[src/rtl/serial_addsub_mux_pkg.sv]
// serial_addsub_mux_pkg: shared FSM encodings and counter sizing helpers
package serial_addsub_mux_pkg;
  typedef enum logic [1:0] {
    ST_IDLE = 2'd0,
    ST_RUN  = 2'd1,
    ST_DONE = 2'd2
  } state_t;

  function automatic int clog2(input int n);
    int r;
    r = 0;
    while ((1 << r) < n) r++;
    return r;
  endfunction

  function automatic int cnt_w(input int n);
    return (clog2(n) < 1) ? 1 : clog2(n);
  endfunction
endpackage

[src/rtl/serial_addsub_mux_if.sv]
// serial_addsub_mux_if: start/done job handshake and operand/result bus
interface serial_addsub_mux_if #(parameter int WIDTH = 8);
  logic             start;
  logic             sub;
  logic [WIDTH-1:0] a;
  logic [WIDTH-1:0] b;
  logic             busy;
  logic             done;
  logic [WIDTH-1:0] result;
  logic             cout;
  logic             overflow;

  modport master (output start, sub, a, b, input busy, done, result, cout, overflow);
  modport slave  (input start, sub, a, b, output busy, done, result, cout, overflow);
endinterface

[src/rtl/serial_addsub_mux_fa_mux_cell.sv]
// fa_mux_cell: full-adder cell built solely from six 2:1 multiplexers
module mux2 (
  input  logic i_sel,
  input  logic i_d0,
  input  logic i_d1,
  output logic o_y
);
  assign o_y = i_sel ? i_d1 : i_d0;
endmodule

module fa_mux_cell (
  input  logic i_a,
  input  logic i_b,
  input  logic i_cin,
  output logic o_s,
  output logic o_co
);
  logic w_nb, w_s0, w_s1, w_co0, w_co1;

  assign w_nb = ~i_b;

  mux2 u_s0  (.i_sel(i_cin), .i_d0(i_b),  .i_d1(w_nb),  .o_y(w_s0));
  mux2 u_s1  (.i_sel(i_cin), .i_d0(w_nb), .i_d1(i_b),   .o_y(w_s1));
  mux2 u_s   (.i_sel(i_a),   .i_d0(w_s0), .i_d1(w_s1),  .o_y(o_s));
  mux2 u_co0 (.i_sel(i_cin), .i_d0(1'b0), .i_d1(i_b),   .o_y(w_co0));
  mux2 u_co1 (.i_sel(i_cin), .i_d0(i_b),  .i_d1(1'b1),  .o_y(w_co1));
  mux2 u_co  (.i_sel(i_a),   .i_d0(w_co0), .i_d1(w_co1), .o_y(o_co));
endmodule

[src/rtl/serial_addsub_mux.sv]
// serial_addsub_mux: bit-serial add/sub, LSB first, through one mux-built full adder
module serial_addsub_mux
  import serial_addsub_mux_pkg::*;
#(
  parameter int WIDTH = 8
) (
  input logic                clk,
  input logic                rst_n,
  serial_addsub_mux_if.slave bus
);
  localparam int CW = cnt_w(WIDTH);
  localparam logic [CW-1:0] LAST = CW'(WIDTH - 1);
  localparam logic [CW-1:0] PEN  = CW'(WIDTH - 2);

  state_t           r_state, w_state_nx;
  logic [WIDTH-1:0] r_a_sh, r_b_sh, r_res_sh, r_result, w_res_nx;
  logic [CW-1:0]    r_cnt;
  logic             r_op, r_carry, r_c_msb, r_cout, r_ovf;
  logic             w_accept, w_last, w_s, w_co;

  assign w_accept = bus.start && (r_state == ST_IDLE || r_state == ST_DONE);
  assign w_last   = (r_state == ST_RUN) && (r_cnt == LAST);

  fa_mux_cell u_fa (
    .i_a  (r_a_sh[0]),
    .i_b  (r_b_sh[0] ^ r_op),
    .i_cin(r_carry),
    .o_s  (w_s),
    .o_co (w_co)
  );

  generate
    if (WIDTH == 1) begin : g_w1
      assign w_res_nx = w_s;
    end else begin : g_wn
      assign w_res_nx = {w_s, r_res_sh[WIDTH-1:1]};
    end
  endgenerate

  // state register
  always_ff @(posedge clk or negedge rst_n)
    if (!rst_n) r_state <= ST_IDLE;
    else        r_state <= w_state_nx;

  // next state: accept from IDLE/DONE, leave RUN after the MSB, otherwise rest in IDLE
  always_comb begin
    w_state_nx = r_state;
    w_state_nx = w_accept ? ST_RUN :
                 (r_state == ST_RUN) ? (w_last ? ST_DONE : ST_RUN) : ST_IDLE;
  end

  // operand capture, per-bit shifting and result latching on the final bit
  always_ff @(posedge clk or negedge rst_n)
    if (!rst_n) begin
      r_a_sh   <= '0;
      r_b_sh   <= '0;
      r_res_sh <= '0;
      r_cnt    <= '0;
      r_op     <= 1'b0;
      r_carry  <= 1'b0;
      r_c_msb  <= 1'b0;
      r_result <= '0;
      r_cout   <= 1'b0;
      r_ovf    <= 1'b0;
    end else if (w_accept) begin
      r_a_sh  <= bus.a;
      r_b_sh  <= bus.b;
      r_op    <= bus.sub;
      r_carry <= bus.sub;
      r_c_msb <= bus.sub;
      r_cnt   <= '0;
    end else if (r_state == ST_RUN) begin
      r_a_sh   <= r_a_sh >> 1;
      r_b_sh   <= r_b_sh >> 1;
      r_res_sh <= w_res_nx;
      r_carry  <= w_co;
      r_cnt    <= r_cnt + 1'b1;
      if (WIDTH > 1 && r_cnt == PEN) r_c_msb <= w_co;
      if (w_last) begin
        r_result <= w_res_nx;
        r_cout   <= w_co;
        r_ovf    <= r_c_msb ^ w_co;
      end
    end

  assign bus.busy     = (r_state == ST_RUN);
  assign bus.done     = (r_state == ST_DONE);
  assign bus.result   = r_result;
  assign bus.cout     = r_cout;
  assign bus.overflow = r_ovf;
endmodule

[src/flat_wrapper.sv]
// flat-port wrapper written by rule: the top's interface ports become plain ports
module serial_addsub_mux_flat import serial_addsub_mux_pkg::*;
#(
  parameter int WIDTH = 8
)
  (clk, rst_n, bus_start, bus_sub, bus_a, bus_b, bus_busy, bus_done, bus_result, bus_cout, bus_overflow);
  serial_addsub_mux_if #(.WIDTH(WIDTH)) bus_i ();
  input logic clk;
  input logic rst_n;
  input wire logic [$bits(bus_i.start)-1:0] bus_start;
  input wire logic [$bits(bus_i.sub)-1:0] bus_sub;
  input wire logic [$bits(bus_i.a)-1:0] bus_a;
  input wire logic [$bits(bus_i.b)-1:0] bus_b;
  output wire logic [$bits(bus_i.busy)-1:0] bus_busy;
  output wire logic [$bits(bus_i.done)-1:0] bus_done;
  output wire logic [$bits(bus_i.result)-1:0] bus_result;
  output wire logic [$bits(bus_i.cout)-1:0] bus_cout;
  output wire logic [$bits(bus_i.overflow)-1:0] bus_overflow;
  assign bus_i.start = bus_start;
  assign bus_i.sub = bus_sub;
  assign bus_i.a = bus_a;
  assign bus_i.b = bus_b;
  assign bus_busy = bus_i.busy;
  assign bus_done = bus_i.done;
  assign bus_result = bus_i.result;
  assign bus_cout = bus_i.cout;
  assign bus_overflow = bus_i.overflow;
  serial_addsub_mux #(.WIDTH(WIDTH)) u_core (.clk(clk), .rst_n(rst_n), .bus(bus_i));
endmodule
[config.mk]
export PLATFORM = sky130hd
export DESIGN_NAME = serial_addsub_mux_flat
export DESIGN_NICKNAME = d
export VERILOG_FILES = /design/src/rtl/serial_addsub_mux_pkg.sv /design/src/rtl/serial_addsub_mux_if.sv /design/src/rtl/serial_addsub_mux_fa_mux_cell.sv /design/src/rtl/serial_addsub_mux.sv /design/src/flat_wrapper.sv
export SDC_FILE = /design/constraint.sdc
export NUM_CORES = 1
export LEC_CHECK = 0
export CORE_UTILIZATION = 40
export DETAILED_ROUTE_END_ITERATION = 10
export PLACE_DENSITY = 0.68
export REMOVE_ABC_BUFFERS = 1
export SKIP_LAST_GASP = 1
export SLEW_MARGIN = 5
export SYNTH_ARGS = -nofsm -noshare
export SYNTH_HDL_FRONTEND = slang
export SYNTH_HIERARCHICAL = 1
export SYNTH_SLANG_ARGS = --single-unit
[constraint.sdc]
create_clock -name clk -period 2.95 [get_ports clk]
set_input_delay 0.59 -clock clk [delete_from_list [all_inputs] [get_ports clk]]
set_output_delay 0.59 -clock clk [all_outputs]
set_load 0.02 [all_outputs]
---- Word-level counts from Yosys, hierarchy flattened ----
Cells that the tools add are included.
word-level totals
  flip-flop bits (word level) ............. 42
  output and inout port bits .............. 12
  word-level logic and storage cells ...... 49
operators by class
  $add $sub $neg .......................... 1
  equality and inequality tests ........... 4
  mux-type cells .......................... 20
  bitwise logic cells ..................... 4
  reductions and logical operators ........ 9
operators with widths
  cell                                                             count
  8-bit 2-to-1 mux                                                 4
  1-bit 2-to-1 mux                                                 11
  3-bit == test, second input constant                             2
  2-bit 2-to-1 mux                                                 3
  3-bit 2-to-1 mux                                                 2
  2-bit AND reduction                                              2
  2-bit nonzero test                                               2
  3-bit by 1-bit adder with 3-bit output, second input constant    1
  3-bit AND reduction                                              1
  2-bit by 1-bit == test with 1-bit output, second input constant  1
  2-bit == test, second input constant                             1
  1-bit logical AND                                                2
  2-bit logical NOT                                                1
  1-bit NOT                                                        2
  1-bit XOR                                                        2
  1-bit logical OR                                                 1

---- Depth between registers and ports, before layout ----
Gate-level depths: netlist of run 1.
  depth in word-level cells ............... 6
  mapped depth ............................ 6
  gate-level depth less buffers ........... 6

---- Modules after synthesis ----
The synthesis of run 1 kept the hierarchy.
by module, submodules not included
  module             times used  cells an instance  area each (sq um)  sequential area each (sq um)
  serial_addsub_mux  1           167                1722.9             1026.0
  mux2               6           1                  15.0               0.0
  fa_mux_cell        1           3                  11.3               0.0

---- Least setup slack after synthesis of run 1 ----
Ideal clock, no wire load.
  kind .................................... flip-flop to flip-flop
  start ................................... register u_core.r_op
  end ..................................... register u_core.r_result[7] (netlist: u_core/bus.result[7])
  setup time .............................. 0.125 ns
  data arrival time ....................... 1.488 ns
  data required time ...................... 2.825 ns
  path slack .............................. 1.337 ns
  cell stages (with the launch flop) ...... 6
  path buffers ............................ 0
  cells stage by stage .................... dfrtp_1 -> xor2_1 -> inv_1 -> mux2_4 -> mux2_4 -> mux2_2
between the ends
  word-level cells in the longest chain between the ends .. 4
  elaborated cells between the ends (all ways) .. 5
ends and longest elaborated chain
  item                      RTL line                             RTL
  start: declaration        serial_addsub_mux.sv:18              logic r_op, r_carry, r_c_msb, r_cout, r_ovf;
  start signal: assignment  serial_addsub_mux.sv:68              r_op <= bus.sub;
  1-bit XOR                 serial_addsub_mux.sv:26              .i_b (r_b_sh[0] ^ r_op),
  1-bit NOT                 serial_addsub_mux_fa_mux_cell.sv:20  assign w_nb = ~i_b;
  net u_core.u_fa.w_nb      serial_addsub_mux_fa_mux_cell.sv:18  logic w_nb, w_s0, w_s1, w_co0, w_co1;
  1-bit 2-to-1 mux          serial_addsub_mux_fa_mux_cell.sv:8   assign o_y = i_sel ? i_d1 : i_d0;
  net u_core.u_fa.w_s0      serial_addsub_mux_fa_mux_cell.sv:18
  1-bit 2-to-1 mux          serial_addsub_mux_fa_mux_cell.sv:8
  net u_core.w_s            serial_addsub_mux.sv:19              logic w_accept, w_last, w_s, w_co;
  end signal: assignment    serial_addsub_mux.sv:80              r_result <= w_res_nx;
  end: declaration          serial_addsub_mux.sv:16              logic [WIDTH-1:0] r_a_sh, r_b_sh, r_res_sh, r_result, w_res_nx;
The timed path passes the listed nets, and every way through them passes these cells.
A chain may end at the register's enable or synchronous reset.

---- Final worst setup path of run 1 ----
  start ................................... register u_core.r_state[1]
  end ..................................... output bus_busy
between the ends
  word-level cells in the longest chain between the ends .. 1
ends and longest elaborated chain
  item                                      RTL line                 RTL
  start: declaration                        serial_addsub_mux.sv:15  state_t r_state, w_state_nx;
  start signal: assignment                  serial_addsub_mux.sv:43  else r_state <= w_state_nx;
  2-bit by 1-bit == test with 1-bit output  serial_addsub_mux.sv:86  assign bus.busy = (r_state == ST_RUN);
  end: declaration                          flat_wrapper.sv:14       output wire logic [$bits(bus_i.busy)-1:0] bus_busy;
Every way passes these cells.

==> impl_metrics.csv, run 1 <==
group,metric,value,unit
floorplan,initial_utilization,41.9,%
global_routing,gr-total-overflow,0,
route,drc,0,
worst_setup_path,cp_max_fo,27,
worst_setup_path,cp_num_buf_inv,2,
worst_setup_path,slowest_stage,"clkdlybuf4s50_1",
floorplan,dieArea,4830,um2
route,antenna_left,0,
logic_synthesis,syn_area,1820,um2
timing,rsz0062_at_grt,"false",
worst_setup_path,r2r_end,"u_core/bus.result[2]$_DFFE_PN0P_",
layout,drive_gt1_share,12.6,%
worst_setup_path,required,2.36,ns
route,drtIter0Drc,84,
worst_setup_path,cpLargestDelayFamily,"buffers and inverters",
route,first_pass_iters,4,
layout,final_nets,229,
timing,fin_worst_skew,0.00749,ns
global_routing,grt_pass1_vias,1282,
power_and_ir_drop,vdd_ir_drop_max,396,uV
place,dp_hpwl,2.21,mm
timing,max-slew-margin-rel,37.4,%
cts,post-cts-setup-buffer-count,0,
worst_setup_path,worst_r2r_path_depth,4,
route,wl_per_cell,13.1,um
cts,clk_pin_slew,0.07,ns
logic_synthesis,yosysTopAreaCell,"dfrtp_1",
place,place_congestion,0.727,
power_and_ir_drop,leakage,1.05,nW
timing,hold_violations,0,
worst_setup_path,crit_path_end,"bus_busy",
place,place_inst,251,
layout,regArea,1030,um2
layout,multi_input_area,717,um2
worst_setup_path,endpoint_kind,"output pin",
timing,worstMarginPinSlew,0.939,ns
route,routed_wl,3.39,mm
worst_hold_path,min_path_type,"input port to async pin",
place,portBuffers,31,
global_routing,grt_pass1_wl,5.86,mm
logic_synthesis,synth_cell_types,28,
worst_setup_path,r2r_start,"u_core/r_cnt[0]$_DFFE_PN0P_",
global_routing,grt_start_max_net_pins,42,
timing,setup_viol,0,
worst_setup_path,startpoint,"u_core/r_state[1]$_DFF_PN0_",
layout,antenna_cells,0,
job,drv_cap,0,
cts,cts_hold_buf,0,
route,vias,1308,
floorplan,fp.dieW,69.5,um
power_and_ir_drop,power_density,1150,nW/um2
route,viasPerCell,5.05,
global_routing,track_usage,15.5,%
cts,worstSkewPairLatency,0.29,ns
timing,setup_slack,0.604,ns
layout,area_delta_synth_final,24.0,%
cts,clock_sinks,41,
floorplan,io_pins,32,
worst_setup_path,critical_path_class,"flop to output pin",
logic_synthesis,syn_area_per_cell,10.4,um2
worst_setup_path,r2r_setup_slack,1.18,ns
cts,clockBufferDepth,2,
run_status,outcome,"finished clean",
worst_setup_path,cp.arrival,1.76,ns
timing,slew_violations,0,
cts,cts_root_buf,"clkbuf_8",
worst_setup_path,path_depth,3,
layout,num-fill-cells,393,
floorplan,core,4350,um2
layout,fin_cells,259,
logic_synthesis,synth_warnings,6,
logic_synthesis,syn-instance-count,176,
worst_setup_path,crit_chain,"nand2b_1 > inv_4 > clkdlybuf4s50_1",
global_routing,antenna_found_initial,0,
worst_setup_path,cp-start-kind,"flop",
timing,post-route-period-util,79.5,%
worst_setup_path,slowest_delay,0.66,ns
timing,tns,0,ns
floorplan,row_count,24,
logic_synthesis,ys_seq_elements,41,
cts,htree_levels,2,
cts,cts_buffers,5,
floorplan,die_h,69.5,um
timing,fmax,426,MHz
logic_synthesis,synth_top_area_share,56.2,%
logic_synthesis,synthTopCellsByArea,"dfrtp_1 56%, nand2_1 10%, mux2_2 5.6%",
cts,cts_tree,"yes",
cts,postCtsResizedCells,0,
place,dp_slack,0.811,ns
logic_synthesis,synth-seq-area-share,56.2,%
timing,min_period,2.35,ns
[layout by cell type, fill, tap and decap left out, types with 2 or more instances in the layout]
master / n
nand2_1: 50
dfrtp_1: 41
clkdlybuf4s50_1: 30
nor2_1: 12
a31oi_1: 10
mux2_2: 9
clkbuf_8: 6
mux2_4: 6
nand3_1: 5
o21ai_0: 4
a22oi_1: 4
inv_1: 3
ha_1: 3
nor2b_1: 2
nand2b_1: 2
o22ai_1: 2
nor3_1: 2
a22o_1: 2
buf_4: 2
conb_1: 2
[stage by stage]
step           hold slack [ns]  total power, mW  util, %  instance area, um2
2_1_floorplan            0.294             1.78        -                1760
3_5_place_dp             0.473             2.18     49.3                2150
4_1_cts                  0.451             2.64     52.0                2260
6_report                 0.423             2.61     52.0                2260
5_1_grt                  0.498             2.81     52.0                2260
3_3_place_gp             0.463             2.13     49.3                2150
[per-layer routing]
layer	track usage (%)	vias up	wire length, um
met1	20.5	630	1580
li1	-	646	-
met2	23.6	27	1610
met5	0	-	0
met3	5.23	5	149
met4	5.67	0	51
[cells by family (layout without fill, tap and decap cells)]
group / after synthesis / count (layout) / synth area share [%]
AO/OA/AOI/OAI: 24 / 24 / 8.57
XOR/XNOR: 2 / 2 / 0.960
adder cells (fa/ha/maj): 3 / 3 / 2.06
buffers and inverters: 14 / 45 / 4.46
flip-flops: 41 / 41 / 56.2
multiplexers: 15 / 15 / 10.5
other: 2 / 2 / 0.412
AND/OR/NAND/NOR: 75 / 75 / 16.8
[flip-flops by register name, summed over array words and instances, names as in the netlist]
name                 count
u_core/r_a_sh            8
u_core/r_cnt             3
u_core/r_b_sh            8
u_core/r_state           2
u_core/bus.result        8
u_core/r_op              1
u_core/r_c_msb           1
u_core/r_carry           1
u_core/bus.overflow      1
u_core/bus.cout          1
u_core/r_res_sh          7
[worst min-delay path by stage]
stage	startpoint	endpoint	slack [ns]	depth (start not counted)
final	rst_n	u_core/bus.result[7]$_DFFE_PN0P_	0.42	1
after global routing	rst_n	u_core/bus.result[6]$_DFFE_PN0P_	0.50	1
after floorplan	rst_n	u_core/bus.cout$_DFFE_PN0P_	0.29	0
after CTS	rst_n	u_core/bus.result[7]$_DFFE_PN0P_	0.45	1
after global placement	u_core/r_res_sh[1]$_DFFE_PN0P_	u_core/r_res_sh[1]$_DFFE_PN0P_	0.46	2
after detailed placement	u_core/r_res_sh[1]$_DFFE_PN0P_	u_core/r_res_sh[1]$_DFFE_PN0P_	0.47	2
[Yosys cell counts]
master and n:
a21oi_1 1, a22o_1 2, a22oi_1 4, a31oi_1 10
buf_2 6, buf_4 1, buf_6 2, clkbuf_1 1
conb_1 2, dfrtp_1 41, ha_1 3, inv_1 3
inv_4 1, mux2_2 9, mux2_4 6, nand2_1 50
nand2b_1 2, nand3_1 5, nand3b_1 1, nand4_1 1
nor2_1 12, nor2b_1 2, nor3_1 2, o21ai_0 4
o22ai_1 2, o2bb2ai_1 1, xnor2_1 1, xor2_1 1
[final cells by class]
class / count / area share (%)
clock buffer: 7 / 3.82
clock inverter: 1 / 1.33
inverter: 4 / 0.774
multi-input combinational: 121 / 31.7
sequential: 41 / 45.4
tap: 52 / 2.88
timing repair buffer: 33 / 14.2
[power by group]
| group | switching (mW) | internal (mW) | leakage, nW |
|---|---|---|---|
| logic | 0.573 | 0.566 | 0.488 |
| clock network | 0.181 | 0.276 | 0.0585 |
| registers | 0.177 | 0.834 | 0.505 |
Note: power is estimated with default switching activity, not from simulation.
==> inputs of run 2 (changes only) <==
- clock period: 2.95 -> 2.4 ns (I/O delays scaled with it)
==> run 2 against run 1 <==
Effect of this change: sequential share of layout area shrank 0.15 points; register-to-register slack lost 0.56 ns; combinational power grew 26%; wire length grew 2.8%; sequential power grew 23%; clock power shrank 4%; utilization grew 0.17 points; via count grew 1.8%; largest power group unchanged; highest routed layer unchanged.
==> impl_metrics.csv, run 2 (synthesized netlist as in run 1, its figures left out) <==
group,metric,value,unit
floorplan,core,4350,um2
worst_setup_path,cp.arrival,1.53,ns
global_routing,grt_pass1_wl,6.03,mm
cts,clk_pin_slew,0.08,ns
worst_setup_path,cpLargestDelayFamily,"buffers and inverters",
cts,cts_hold_buf,0,
power_and_ir_drop,p_comb_share,46.1,%
worst_setup_path,cp_max_fo,3,
timing,tns,0,ns
route,viasPerCell,5.05,
place,place_inst,256,
route,drtIter0Drc,77,
timing,setup_viol,0,
worst_setup_path,r2r_end,"u_core/bus.result[7]$_DFFE_PN0P_",
power_and_ir_drop,p_int,1.94,mW
floorplan,fp.dieW,69.5,um
cts,cts_buffers,5,
layout,antenna_cells,0,
power_and_ir_drop,vdd_ir_drop_max,558,uV
layout,fin_cells,264,
floorplan,initial_utilization,41.9,%
worst_setup_path,worst_r2r_path_depth,5,
route,routed_wl,3.49,mm
floorplan,dieArea,4830,um2
route,drc,0,
place,place_congestion,0.758,
global_routing,grt_pass1_vias,1331,
layout,drive_gt1_share,15.1,%
cts,postCtsResizedCells,0,
worst_setup_path,endpoint_kind,"output pin",
power_and_ir_drop,p_sw,1.17,mW
layout,final_nets,234,
cts,cts_tree,"yes",
floorplan,die_h,69.5,um
run_status,outcome,"finished clean",
place,placed_cell_area,2180,um2
power_and_ir_drop,leakage,1.06,nW
global_routing,antenna_found_initial,0,
timing,rsz0062_at_grt,"false",
global_routing,grt_start_max_net_pins,28,
timing,min_period,2.01,ns
layout,mostFrequentLayoutCells,"50 x nand2_1, 41 x dfrtp_1, 30 x clkdlybuf4s50_1, 12 x nor2_1, 10 x a31oi_1",
cts,post-cts-setup-buffer-count,0,
route,vias,1332,
timing,max-slew-margin-rel,62.2,%
route,antenna_left,0,
layout,final_common_cell,"nand2_1",
timing,slew_violations,0,
timing,whs,0.0938,ns
power_and_ir_drop,p_clk_share,14.1,%
cts,clock_sinks,41,
worst_setup_path,cp-start-kind,"flop",
worst_setup_path,slowest_stage,"clkdlybuf4s50_1",
job,drv_cap,0,
timing,fmax,497,MHz
timing,worstMarginPinSlew,0.566,ns
cts,cts_root_buf,"clkbuf_8",
worst_setup_path,r2r_setup_slack,0.62,ns
route,first_pass_iters,4,
cts,worstSkewPairLatency,0.29,ns
worst_hold_path,min_path_type,"input port to async pin",
floorplan,row_count,24,
place,dp_hpwl,2.32,mm
global_routing,track_usage,16.0,%
power_and_ir_drop,p_seq_share,39.8,%
cts,htree_levels,2,
power_and_ir_drop,power_density,1370,nW/um2
floorplan,io_pins,32,
worst_setup_path,r2r_start,"u_core/r_op$_DFFE_PN0P_",
worst_setup_path,required,1.92,ns
worst_setup_path,crit_chain,"nand2b_1 > inv_4 > clkdlybuf4s50_1",
power_and_ir_drop,switching_share,37.6,%
layout,fin_area,2270,um2
timing,fin_worst_skew,0.00657,ns
layout,post-route-util,52.1,%
worst_setup_path,cp_num_buf_inv,2,
worst_setup_path,slowest_delay,0.59,ns
timing,hold_violations,0,
cts,clockBufferDepth,2,
global_routing,gr-total-overflow,0,
place,portBuffers,31,
worst_setup_path,startpoint,"u_core/r_state[1]$_DFF_PN0_",
worst_setup_path,critical_path_class,"flop to output pin",
timing,post-route-period-util,83.8,%
layout,area_delta_synth_final,24.4,%
route,wl_per_cell,13.2,um
==> run 2: metal layers <==
| layer | global-route usage (%) | vias up | part of all wire (%) |
|---|---|---|---|
| li1 | - | 654 | - |
| met1 | 21.6 | 638 | 48 |
| met2 | 24.4 | 32 | 46 |
| met3 | 3.63 | 8 | 4.9 |
| met4 | 7.48 | 0 | 1.8 |
| met5 | 0 | - | 0 |
==> run 2: how the worst max path moves through the flow <==
stage / end / slack, ns / depth (start not counted)
global placement: u_core/r_a_sh[7]$_DFFE_PN0P_ / 0.60 / 5
detailed placement: u_core/r_a_sh[7]$_DFFE_PN0P_ / 0.57 / 5
finish: bus_busy / 0.39 / 3
CTS: bus_busy / 0.36 / 3
global route: bus_busy / 0.31 / 3
floorplan: bus_busy / 0.73 / 2
==> run 2: power groups by stage <==
| stage | logic, mW | clock network (mW) | registers, mW |
|---|---|---|---|
| 4_1_cts | 1.46 | 0.465 | 1.24 |
| 2_1_floorplan | 0.880 | 0 | 1.31 |
| 3_5_place_dp | 1.45 | 0 | 1.26 |
| 3_3_place_gp | 1.41 | 0 | 1.24 |
| 5_1_grt | 1.61 | 0.491 | 1.29 |
| 6_report | 1.44 | 0.438 | 1.24 |
==> run 2: final cells by class <==
| cell class | instances | area (um2) |
|---|---|---|
| Clock buffer | 5 | 68.8 |
| Multi-Input combinational cell | 121 | 717 |
| Tap cell | 52 | 65.1 |
| Fill cell | 381 | 2080 |
| Sequential cell | 41 | 1030 |
| Timing Repair Buffer | 38 | 358 |
| Clock inverter | 3 | 17.5 |
| Inverter | 4 | 17.5 |
==> run 2: metrics by stage <==
stage / power (mW) / setup slack [ns]
detailed placement: 2.70 / 0.573
CTS: 3.17 / 0.360
finish: 3.11 / 0.388
floorplan: 2.19 / 0.727
global placement: 2.65 / 0.599
global route: 3.39 / 0.306
==> run 2: worst register-to-register path: cells and delay by family, from the launching register on <==
family    cells  cell delay [ns]
mux           3             0.81
flops         1             0.39
xor+xnor      1             0.35
buf+inv       1             0.13
==> inputs of run 3 (changes only) <==
- clock period: 2.4 -> 2 ns (I/O delays scaled with it)
==> run 3 against run 2 <==
Effect of this change: sequential cell count is the same; first-iteration DRC count is 99% higher; worst hold slack got worse by 0.025 ns; via count is 0.83% lower; clock skew increased by 0.0011 ns; utilization rose by 1.3 points; register-to-register slack worse by 0.33 ns; combinational power is 20% higher; critical path depth down 1; wire length shrank 0.14%; largest cell class unchanged.
==> impl_metrics.csv, run 3 (synthesized netlist as in run 1, its figures left out) <==
group,metric,value,unit
run_status,outcome,"finished clean",
layout,final_nets,234,
global_routing,track_usage,15.9,%
route,vias,1321,
route,drtIter0Drc,153,
worst_setup_path,endpoint_kind,"output pin",
global_routing,gr-total-overflow,0,
floorplan,core,4350,um2
timing,hold_violations,0,
timing,post-route-period-util,93.7,%
timing,worstMarginPinSlew,0.513,ns
route,wl_per_cell,13.2,um
cts,cts_buffers,5,
power_and_ir_drop,power_density,1680,nW/um2
place,dp_hpwl,2.30,mm
floorplan,die_h,69.5,um
cts,htree_levels,2,
layout,final_common_cell,"nand2_1",
layout,post-route-util,53.4,%
cts,clock_sinks,41,
timing,slew_violations,0,
cts,cts_tree,"yes",
route,wl_met1,1.74,mm
timing,setup_viol,0,
cts,cts_hold_buf,0,
timing,tns,0,ns
route,top_layer,"met4",
worst_setup_path,slowest_delay,0.61,ns
layout,mostFrequentLayoutCells,"50 x nand2_1, 41 x dfrtp_1, 29 x clkdlybuf4s50_1, 12 x nor2_1, 10 x a31oi_1",
worst_setup_path,slowest_stage,"clkdlybuf4s50_1",
cts,postCtsResizedCells,0,
route,viasPerCell,5.00,
global_routing,grt_pass1_wl,5.94,mm
cts,clockBufferDepth,2,
worst_hold_path,min_path_type,"input port to async pin",
cts,post-cts-setup-buffer-count,0,
route,drc,0,
worst_setup_path,r2r_start,"u_core/r_op$_DFFE_PN0P_",
layout,antenna_cells,0,
timing,fin_worst_skew,0.00765,ns
route,routed_wl,3.48,mm
timing,rsz0062_at_grt,"false",
route,dr_wl_met2,1.49,mm
timing,max-slew-margin-rel,65.8,%
power_and_ir_drop,leakage,1.09,nW
layout,drive_gt1_share,14.6,%
global_routing,antenna_found_initial,0,
route,first_pass_iters,4,
global_routing,grt_pass1_vias,1184,
global_routing,grt_start_max_net_pins,28,
floorplan,row_count,24,
route,antenna_left,0,
floorplan,fp.dieW,69.5,um
place,portBuffers,31,
floorplan,dieArea,4830,um2
worst_setup_path,worst_r2r_path_depth,5,
place,place_congestion,0.720,
route,dr_wl_met3,209,um
cts,cts_root_buf,"clkbuf_8",
layout,area_delta_synth_final,27.6,%
floorplan,initial_utilization,41.9,%
worst_setup_path,cp-start-kind,"flop",
timing,fmax,534,MHz
layout,num-fill-cells,379,
power_and_ir_drop,vdd_ir_drop_max,567,uV
cts,worstSkewPairLatency,0.29,ns
worst_setup_path,crit_chain,"nor2b_1 > clkdlybuf4s50_1",
floorplan,io_pins,32,
worst_setup_path,required,1.60,ns
timing,min_period,1.87,ns
job,drv_cap,0,
worst_setup_path,critical_path_class,"flop to output pin",
worst_setup_path,startpoint,"u_core/r_state[0]$_DFF_PN0_",
worst_setup_path,cp.arrival,1.47,ns
worst_setup_path,cp_max_fo,5,
cts,clk_pin_slew,0.08,ns
run 3: final cells by class:
cell class | instances | area [um2] | share of cell area, %
flip-flops and latches | 41 | 1030 | 44.1
inverters | 4 | 17.5 | 0.753
repair buffers | 38 | 385 | 16.6
well taps | 52 | 65.1 | 2.80
multi-input cells | 121 | 717 | 30.8
clock buffers | 7 | 86.3 | 3.71
clock inverters | 1 | 30.0 | 1.29
run 3: path summary, 6_finish.rpt:
path,to,slack (ns)
max,bus_done,0.13
min,u_core/bus.result[6]$_DFFE_PN0P_,0.07
max reg2reg,u_core/bus.result[7]$_DFFE_PN0P_,0.29
min reg2reg,u_core/r_res_sh[1]$_DFFE_PN0P_,0.48
max in group asynchronous,u_core/r_state[0]$_DFF_PN0_,1.43
min in group clk,u_core/r_res_sh[1]$_DFFE_PN0P_,0.48
run 3: per-stage QoR:
step	power, mW	std cells	hold slack (ns)	area (um2)	worst slack (ns)
6_report	3.91	264	0.0685	2330	0.126
3_5_place_dp	3.25	256	0.411	2210	0.280
5_1_grt	4.22	264	0.0979	2330	0.0660
4_1_cts	3.96	264	0.0856	2320	0.00393
2_1_floorplan	2.63	166	0.104	1760	0.379
3_3_place_gp	3.20	256	0.401	2210	0.329
run 3: where the power goes:
group | switching, mW | leakage, nW | internal (mW) | total, mW
clock | 0.285 | 0.0585 | 0.407 | 0.692
sequential | 0.261 | 0.505 | 1.23 | 1.49
combinational | 0.855 | 0.528 | 0.877 | 1.73
total | 1.40 | 1.09 | 2.51 | 3.91
run 3: routing by layer:
metal | GRT usage (%) | vias up
met4 | 4.76 | 0
met5 | 0 | -
li1 | - | 657
met3 | 5.81 | 6
met1 | 24.3 | 619
met2 | 20.7 | 39
run 3: critical path: cells and delay by family (launching register included):
| family | cells | cell delay (ns) |
|---|---|---|
| simple gates | 1 | 0.15 |
| flops | 1 | 0.43 |
| buf+inv | 1 | 0.61 |
